**config.mk**
```make
export PLATFORM = sky130hd
export DESIGN_NAME = pipe_stage_reg
export DESIGN_NICKNAME = d
export VERILOG_FILES = /design/src/rtl/pipe_stage_reg.sv
export SDC_FILE = /design/constraint.sdc
export NUM_CORES = 1
export LEC_CHECK = 0
export BUFFER_PORTS_ARGS = -buffer_cell sky130_fd_sc_hd__buf_4
export CAP_MARGIN = 10
export CORE_MARGIN = 1.5
export CORE_UTILIZATION = 45
export DETAILED_ROUTE_END_ITERATION = 8
export PLACE_DENSITY = 0.71
export SKIP_LAST_GASP = 1
export SYNTH_ARGS = -nofsm -noshare
export SYNTH_HDL_FRONTEND = slang
export SYNTH_SLANG_ARGS = --single-unit
```
**constraint.sdc**
```tcl
create_clock -name clk -period 1.74 [get_ports clk]
set_input_delay 0.348 -clock clk [delete_from_list [all_inputs] [get_ports clk]]
set_output_delay 0.348 -clock clk [all_outputs]
set_load 0.005 [all_outputs]
```
**src/rtl/pipe_stage_reg.sv**
```systemverilog
// Inter-stage pipeline register with valid/ready handshake, stall, flush and an optional
// skid entry. Control payload is zeroed whenever no valid entry is presented.
module pipe_stage_reg #(
    parameter int DATA_W = 96,
    parameter int CTRL_W = 8,
    parameter int SKID   = 1
) (
    input  logic              clk,
    input  logic              rst,
    input  logic              flush,
    input  logic              in_valid,
    output logic              in_ready,
    input  logic [DATA_W-1:0] in_data,
    input  logic [CTRL_W-1:0] in_ctrl,
    output logic              out_valid,
    input  logic              out_ready,
    output logic [DATA_W-1:0] out_data,
    output logic [CTRL_W-1:0] out_ctrl,
    output logic [1:0]        count
);

    localparam bit LP_SKID = (SKID != 0);

    // r_alive keeps in_ready low until the first edge after reset release
    logic              r_alive;
    logic              r_m_valid;
    logic [DATA_W-1:0] r_m_data;
    logic [CTRL_W-1:0] r_m_ctrl;
    logic              r_s_valid;
    logic [DATA_W-1:0] r_s_data;
    logic [CTRL_W-1:0] r_s_ctrl;
    logic [1:0]        r_count;

    logic              w_in_fire;
    logic              w_out_fire;
    logic              w_m_valid_nxt;
    logic [DATA_W-1:0] w_m_data_nxt;
    logic [CTRL_W-1:0] w_m_ctrl_nxt;
    logic              w_s_valid_nxt;
    logic [DATA_W-1:0] w_s_data_nxt;
    logic [CTRL_W-1:0] w_s_ctrl_nxt;
    logic [1:0]        w_count_nxt;

    generate
        if (LP_SKID) begin : g_skid_ready
            assign in_ready = r_alive & ~r_s_valid & ~flush;
        end else begin : g_comb_ready
            assign in_ready = r_alive & ~flush & (~r_m_valid | out_ready);
        end
    endgenerate

    assign w_in_fire  = in_valid & in_ready;
    assign w_out_fire = r_m_valid & out_ready;

    always_comb begin
        w_m_valid_nxt = r_m_valid;
        w_m_data_nxt  = r_m_data;
        w_m_ctrl_nxt  = r_m_ctrl;
        w_s_valid_nxt = r_s_valid;
        w_s_data_nxt  = r_s_data;
        w_s_ctrl_nxt  = r_s_ctrl;

        if (flush) begin
            // Bubble insertion: data is left in place, only side-effecting controls are cleared
            w_m_valid_nxt = 1'b0;
            w_s_valid_nxt = 1'b0;
            w_m_ctrl_nxt  = '0;
            w_s_ctrl_nxt  = '0;
        end else if (w_out_fire && r_s_valid) begin
            w_m_data_nxt  = r_s_data;
            w_m_ctrl_nxt  = r_s_ctrl;
            w_s_valid_nxt = 1'b0;
            w_s_ctrl_nxt  = '0;
        end else if (w_in_fire && (!r_m_valid || w_out_fire)) begin
            w_m_valid_nxt = 1'b1;
            w_m_data_nxt  = in_data;
            w_m_ctrl_nxt  = in_ctrl;
        end else if (w_in_fire && LP_SKID) begin
            w_s_valid_nxt = 1'b1;
            w_s_data_nxt  = in_data;
            w_s_ctrl_nxt  = in_ctrl;
        end else if (w_out_fire) begin
            w_m_valid_nxt = 1'b0;
            w_m_ctrl_nxt  = '0;
        end
    end

    assign w_count_nxt = 2'(w_m_valid_nxt) + 2'(w_s_valid_nxt);

    always_ff @(posedge clk or negedge rst) begin
        if (!rst) begin
            r_alive   <= 1'b0;
            r_m_valid <= 1'b0;
            r_m_data  <= '0;
            r_m_ctrl  <= '0;
            r_s_valid <= 1'b0;
            r_s_data  <= '0;
            r_s_ctrl  <= '0;
            r_count   <= 2'd0;
        end else begin
            r_alive   <= 1'b1;
            r_m_valid <= w_m_valid_nxt;
            r_m_data  <= w_m_data_nxt;
            r_m_ctrl  <= w_m_ctrl_nxt;
            r_s_valid <= w_s_valid_nxt;
            r_s_data  <= w_s_data_nxt;
            r_s_ctrl  <= w_s_ctrl_nxt;
            r_count   <= w_count_nxt;
        end
    end

    assign out_valid = r_m_valid;
    assign out_data  = r_m_data;
    assign out_ctrl  = r_m_ctrl & {CTRL_W{r_m_valid}};
    assign count     = r_count;

endmodule

```
After elaboration in Yosys (flattened, before gate mapping)
Index checks and enable logic that the tools add are counted.
W data, S select, Z words.
Cells by class
  reduce and logical (&&, ||, !) cells: 11
  order comparisons: 0
  shift operators: 0
  divide/modulo/power cells: 0
  add/subtract/negate cells: 1
  multiply operators: 0
  mux-type cells: 20
  equality and inequality tests: 2
  bitwise logic cells: 9
Operator list (count)
  $mux W96: 2
  $mux W8: 9
  $mux W1: 9
  $and A8 B8 Y8: 1
  $reduce_and A2 Y1: 3
  $and A1 B1 Y1: 4
  $ne A4 B2 Y1 const B: 1
  $not A1 Y1: 4
  $reduce_and A4 Y1: 1
  $reduce_bool A4 Y1: 1
  $ne A3 B3 Y1 const B: 1
  $reduce_bool A3 Y1: 1
  $add A1 B1 Y2: 1
  $logic_and A1 B1 Y1: 2
  $reduce_bool A2 Y1: 1
  $logic_not A1 Y1: 1
  $logic_or A1 B1 Y1: 1
Storage, ports and cells
  memories kept: 0
  bits in latches: 0
  output and inout port bits: 108
  register bits: 213
  memory bits (writable): 0
  bits in read-only memories: 0
  logic and storage cells: 51

Longest topological paths before layout
  depth in word-level cells: 9
  depth in mapped cells: 8

Least setup slack after synthesis
Ideal clock, no wire load.
  path kind: input-to-reg
  start point: in out_ready
  end point: reg r_count[0] (netlist: count[0])
  arrival time: 1.678 ns
  stages: 8
  setup slack: -0.063 ns
  cell sequence: buf_2 > nand3_2 > buf_4 > buf_2 > nand2b_1 > clkbuf_1 > nor2_1 > ha_1
On the way
  word-level cells in the longest chain between the ends: 7
  elaborated cells between the ends (all ways): 13
RTL lines
  start: declaration: line 16  | input logic out_ready,
  $and A1 B1 Y1 (*): line 53  | assign w_out_fire = r_m_valid & out_ready;
  $logic_or A1 B1 Y1: line 74  | end else if (w_in_fire && (!r_m_valid || w_out_fire)) begin
  $logic_and A1 B1 Y1: line 74
  $mux W1: line 74
  $mux W1 (*): line 69  | end else if (w_out_fire && r_s_valid) begin
  $mux W1 (*): line 63  | if (flush) begin
  net w_s_valid_nxt: line 39  | logic w_s_valid_nxt;
  $add A1 B1 Y2 (*): line 88  | assign w_count_nxt = 2'(w_m_valid_nxt) + 2'(w_s_valid_nxt);
  net w_count_nxt[0]: line 42  | logic [1:0] w_count_nxt;
  end signal: assignment: line 108  | r_count <= w_count_nxt;
  end: declaration: line 32  | logic [1:0] r_count;
The timed path passes the listed nets; every way through them passes the cells marked *.
A chain may end at the register's enable or synchronous reset.

Worst setup path after layout
  start point: reg r_s_valid
  end point: reg r_m_data[65] (netlist: out_data[65])
On the way
  word-level cells in the longest chain between the ends: 7
  elaborated cells between the ends (all ways): 9
RTL lines
  start: declaration: line 29  | logic r_s_valid;
  start signal: assignment: line 105  | r_s_valid <= w_s_valid_nxt;
  $not A1 Y1: line 46  | assign in_ready = r_alive & ~r_s_valid & ~flush;
  $and A1 B1 Y1 (2 in a row): line 46
  $and A1 B1 Y1: line 52  | assign w_in_fire = in_valid & in_ready;
  $logic_and A1 B1 Y1: line 74
  $reduce_bool A2 Y1 (no source line)
  $reduce_and A2 Y1 (no source line)
  end signal: assignment: line 103  | r_m_data <= w_m_data_nxt;
  end: declaration: line 27  | logic [DATA_W-1:0] r_m_data;
Parallel ways exist; a longest one is shown, timed or not.

==> qor.csv <==
stage;metric;value;unit
status;status;finished with violations;
status;violations;setup timing;
layout;antenna_cells;0;
clock_tree;htree_levels;1;
placement;globalplace.congestion;0.773;
synth;synth_flop_cell;dfrtp_1;
sta;drv_slew;0;
synth;synth.avg_cell_area;15.5;um2
floorplanning;dieWidth;148;um
sta;tns;-5810;ps
layout;areaGrowthSynthToFinish;33.1;%
placement;place_ws;-43.6;ps
layout;finalNonFillerCells;1138;
global_route;grt_max_degree;50;
sta;max_freq;546;MHz
critical_path;worstPathMaxFanout;24;
clock_tree;cts_root_buffer;clkbuf_16;
synth;synth_cell_types;29;
floorplanning;initial_core_util;46.2;%
placement;placed_cells;1087;
placement;place_area;11600;um2
detailed_routing;first_pass_iters;4;
global_route;grt_usage;20.1;%
detailed_routing;drt_wl_total;22.1;mm
synth;ys_warn_count;0;
layout;final_core_util;61.5;%
critical_path;cp_data_arrival_time;2210;ps
clock_tree;numCtsBuffers;25;
detailed_routing;ant_nets;0;
sta;hold_violations;0;
synth;syn_area;9440;um2
sta;fin_crit;1830;ps
synth;synth_enable_flop_cells;0;
layout;fin_area;12600;um2
power_and_ir_drop;ir_worst_vdd;0.000876;V
sta;setup_viol;98;
critical_path;crit_required;2120;ps
critical_path;crit_path_end_kind;flip-flop;
layout;regArea;5330;um2
synth;ys_ff_latch;213;
floorplanning;core;20400;um2
layout;drive_gt1_share;68.4;%
run;drv_cap;0;
sta;rsz0062_at_grt;yes;
detailed_routing;wl_per_cell;19.4;um
sta;finalCritPeriodShare;105;%
power_and_ir_drop;p_leak;0.00606;uW
clock_tree;clock_path_buffers;3;
floorplanning;rows;52;
placement;io_buffers;216;
layout;nets;960;
sta;setup_ws;-90.1;ps
critical_path;critPathKind;flip-flop to flip-flop;
clock_tree;clkTransAtPathRegs;60;ps
synth;synth_nets;720;
global_route;antenna_found_initial;0;
clock_tree;cts.sinks;213;
power_and_ir_drop;p_per_area;1110;nW/um2
placement;dp_hpwl;14.7;mm
synth;ys_async_sr_fraction;100;%
detailed_routing;initialDrtViolationCount;202;
floorplanning;design.die.area;21900;um2
synth;seq_area_frac_synth;56.5;%
clock_tree;worstSkewPairLatency;500;ps
sta;fin_skew;6.36;ps
global_route;grt_pass1_wl;35.1;mm
global_route;grt_pass1_vias;6562;
detailed_routing;vias;5943;
global_route;overflow;0;
detailed_routing;drc;0;
clock_tree;cts_tree;done;
layout;fill_cells;1545;
floorplanning;ios;217;
critical_path;startpoint_type;flip-flop;
synth;synthCells;610;
floorplanning;fp.dieH;148;um
layout;multi_input_area;3920;um2
worst_hold_path;min_path_type;primary input to flip-flop;
detailed_routing;via_per_inst;5.22;
## cells in the mapped netlist, types with 2 or more instances
cell      number  share of area [%]
a21oi_1       11               0.58
a221o_1        8               0.85
and2_1        16                1.1
buf_2         14               0.74
buf_4          5               0.40
buf_6          9                1.1
clkbuf_1      11               0.44
dfrtp_1      213                 56
mux2_2       248                 30
mux2_4        40                6.4
nand2b_1       2               0.13
nand3_1        8               0.42
o21ai_0        9               0.48
## cell families (layout without fill, tap and decap cells)
kind of cell	after synthesis	in the layout	synth area share [%]
other cells	1	1	0.0397
buf+inv	40	298	2.69
flops	213	213	56.5
simple gates	37	37	2.58
compound gates	30	30	2.15
mux	288	288	35.9
fa+ha+maj	1	1	0.133
## layout by cell type, fill, tap and decap left out, types with 4 or more instances in the layout
cell type and instances:
clkbuf_8 4, o21ai_0 6, clkbuf_16 26, bufinv_16 4
a221o_1 8, nand3_1 8, mux2_4 43, dfrtp_1 212
buf_6 8, buf_12 13, buf_4 227, a21oi_1 11
mux2_2 245, clkinv_2 9, and2_1 13
## power by group
group / total [uW] / leakage, uW / switching, uW / internal, uW
Clock: 5350 / 0.000428 / 2010 / 3350
Sequential: 6240 / 0.00268 / 455 / 5780
Combinational: 2370 / 0.00295 / 798 / 1570
Total: 14000 / 0.00606 / 3260 / 10700
## sequential cells by signal, summed over array words and instances, names as in the netlist
signal,cells
count,2
out_data,96
out_valid,1
r_alive,1
r_m_ctrl,8
r_s_ctrl,8
r_s_data,96
r_s_valid,1
## what timing repair did
action | 4_1_cts | 5_1_grt
hold buffers | 1 | 0
setup endpoints to repair | 100 | 119
resized for setup | 8 | 18
setup buffers | 3 | 1
pin swaps | 0 | 3
hold endpoints to repair | 38 | 0
gates cloned | 0 | 2
## layout make-up
type                            count  share of cell area (%)
Multi-Input combinational cell    357                    31.2
Clock inverter                     15                    1.44
Sequential cell                   213                    42.4
Inverter                            1                  0.0299
Timing Repair Buffer              252                    16.9
Tap cell                          270                    2.69
Clock buffer                       30                    5.37
## path summary, 6_finish.rpt
check                             startpoint      endpoint  slack [ps]  cells past startpoint
min in group asynchronous                rst  r_s_data[85]         410                      2
worst max-delay path               r_s_valid  out_data[65]         -90                      5
worst max register to register     r_s_valid  out_data[65]         -90                      5
worst min register to register  r_s_data[13]  r_s_data[13]         500                      1
max in group asynchronous                rst   r_s_data[4]         740                      3
worst min-delay path             in_data[37]  r_s_data[37]          80                      2
## worst max-delay path, cell delays in order, from the launching register on
cell and delay (ps):
dfrtp_1 410, nand3b_1 240, a221oi_4 330, buf_6 180
buf_12 180, mux2_2 360
## stage by stage
step	power (uW)	hold slack (ps)
floorplan	7250	52.4
global placement	8510	323
detailed placement	8660	334
CTS	14100	60.8
global route	14600	59.6
finish	14000	83.6
## layer usage
metal / part of all wire, % / vias to the layer above / track usage, %
li1: - / 2683 / -
met1: 42 / 3035 / 25.3
met2: 48 / 190 / 34.3
met3: 7.4 / 35 / 5.83
met4: 1.9 / 0 / 4.26
met5: 0 / - / 0
Note: power is estimated with default switching activity, not from simulation.
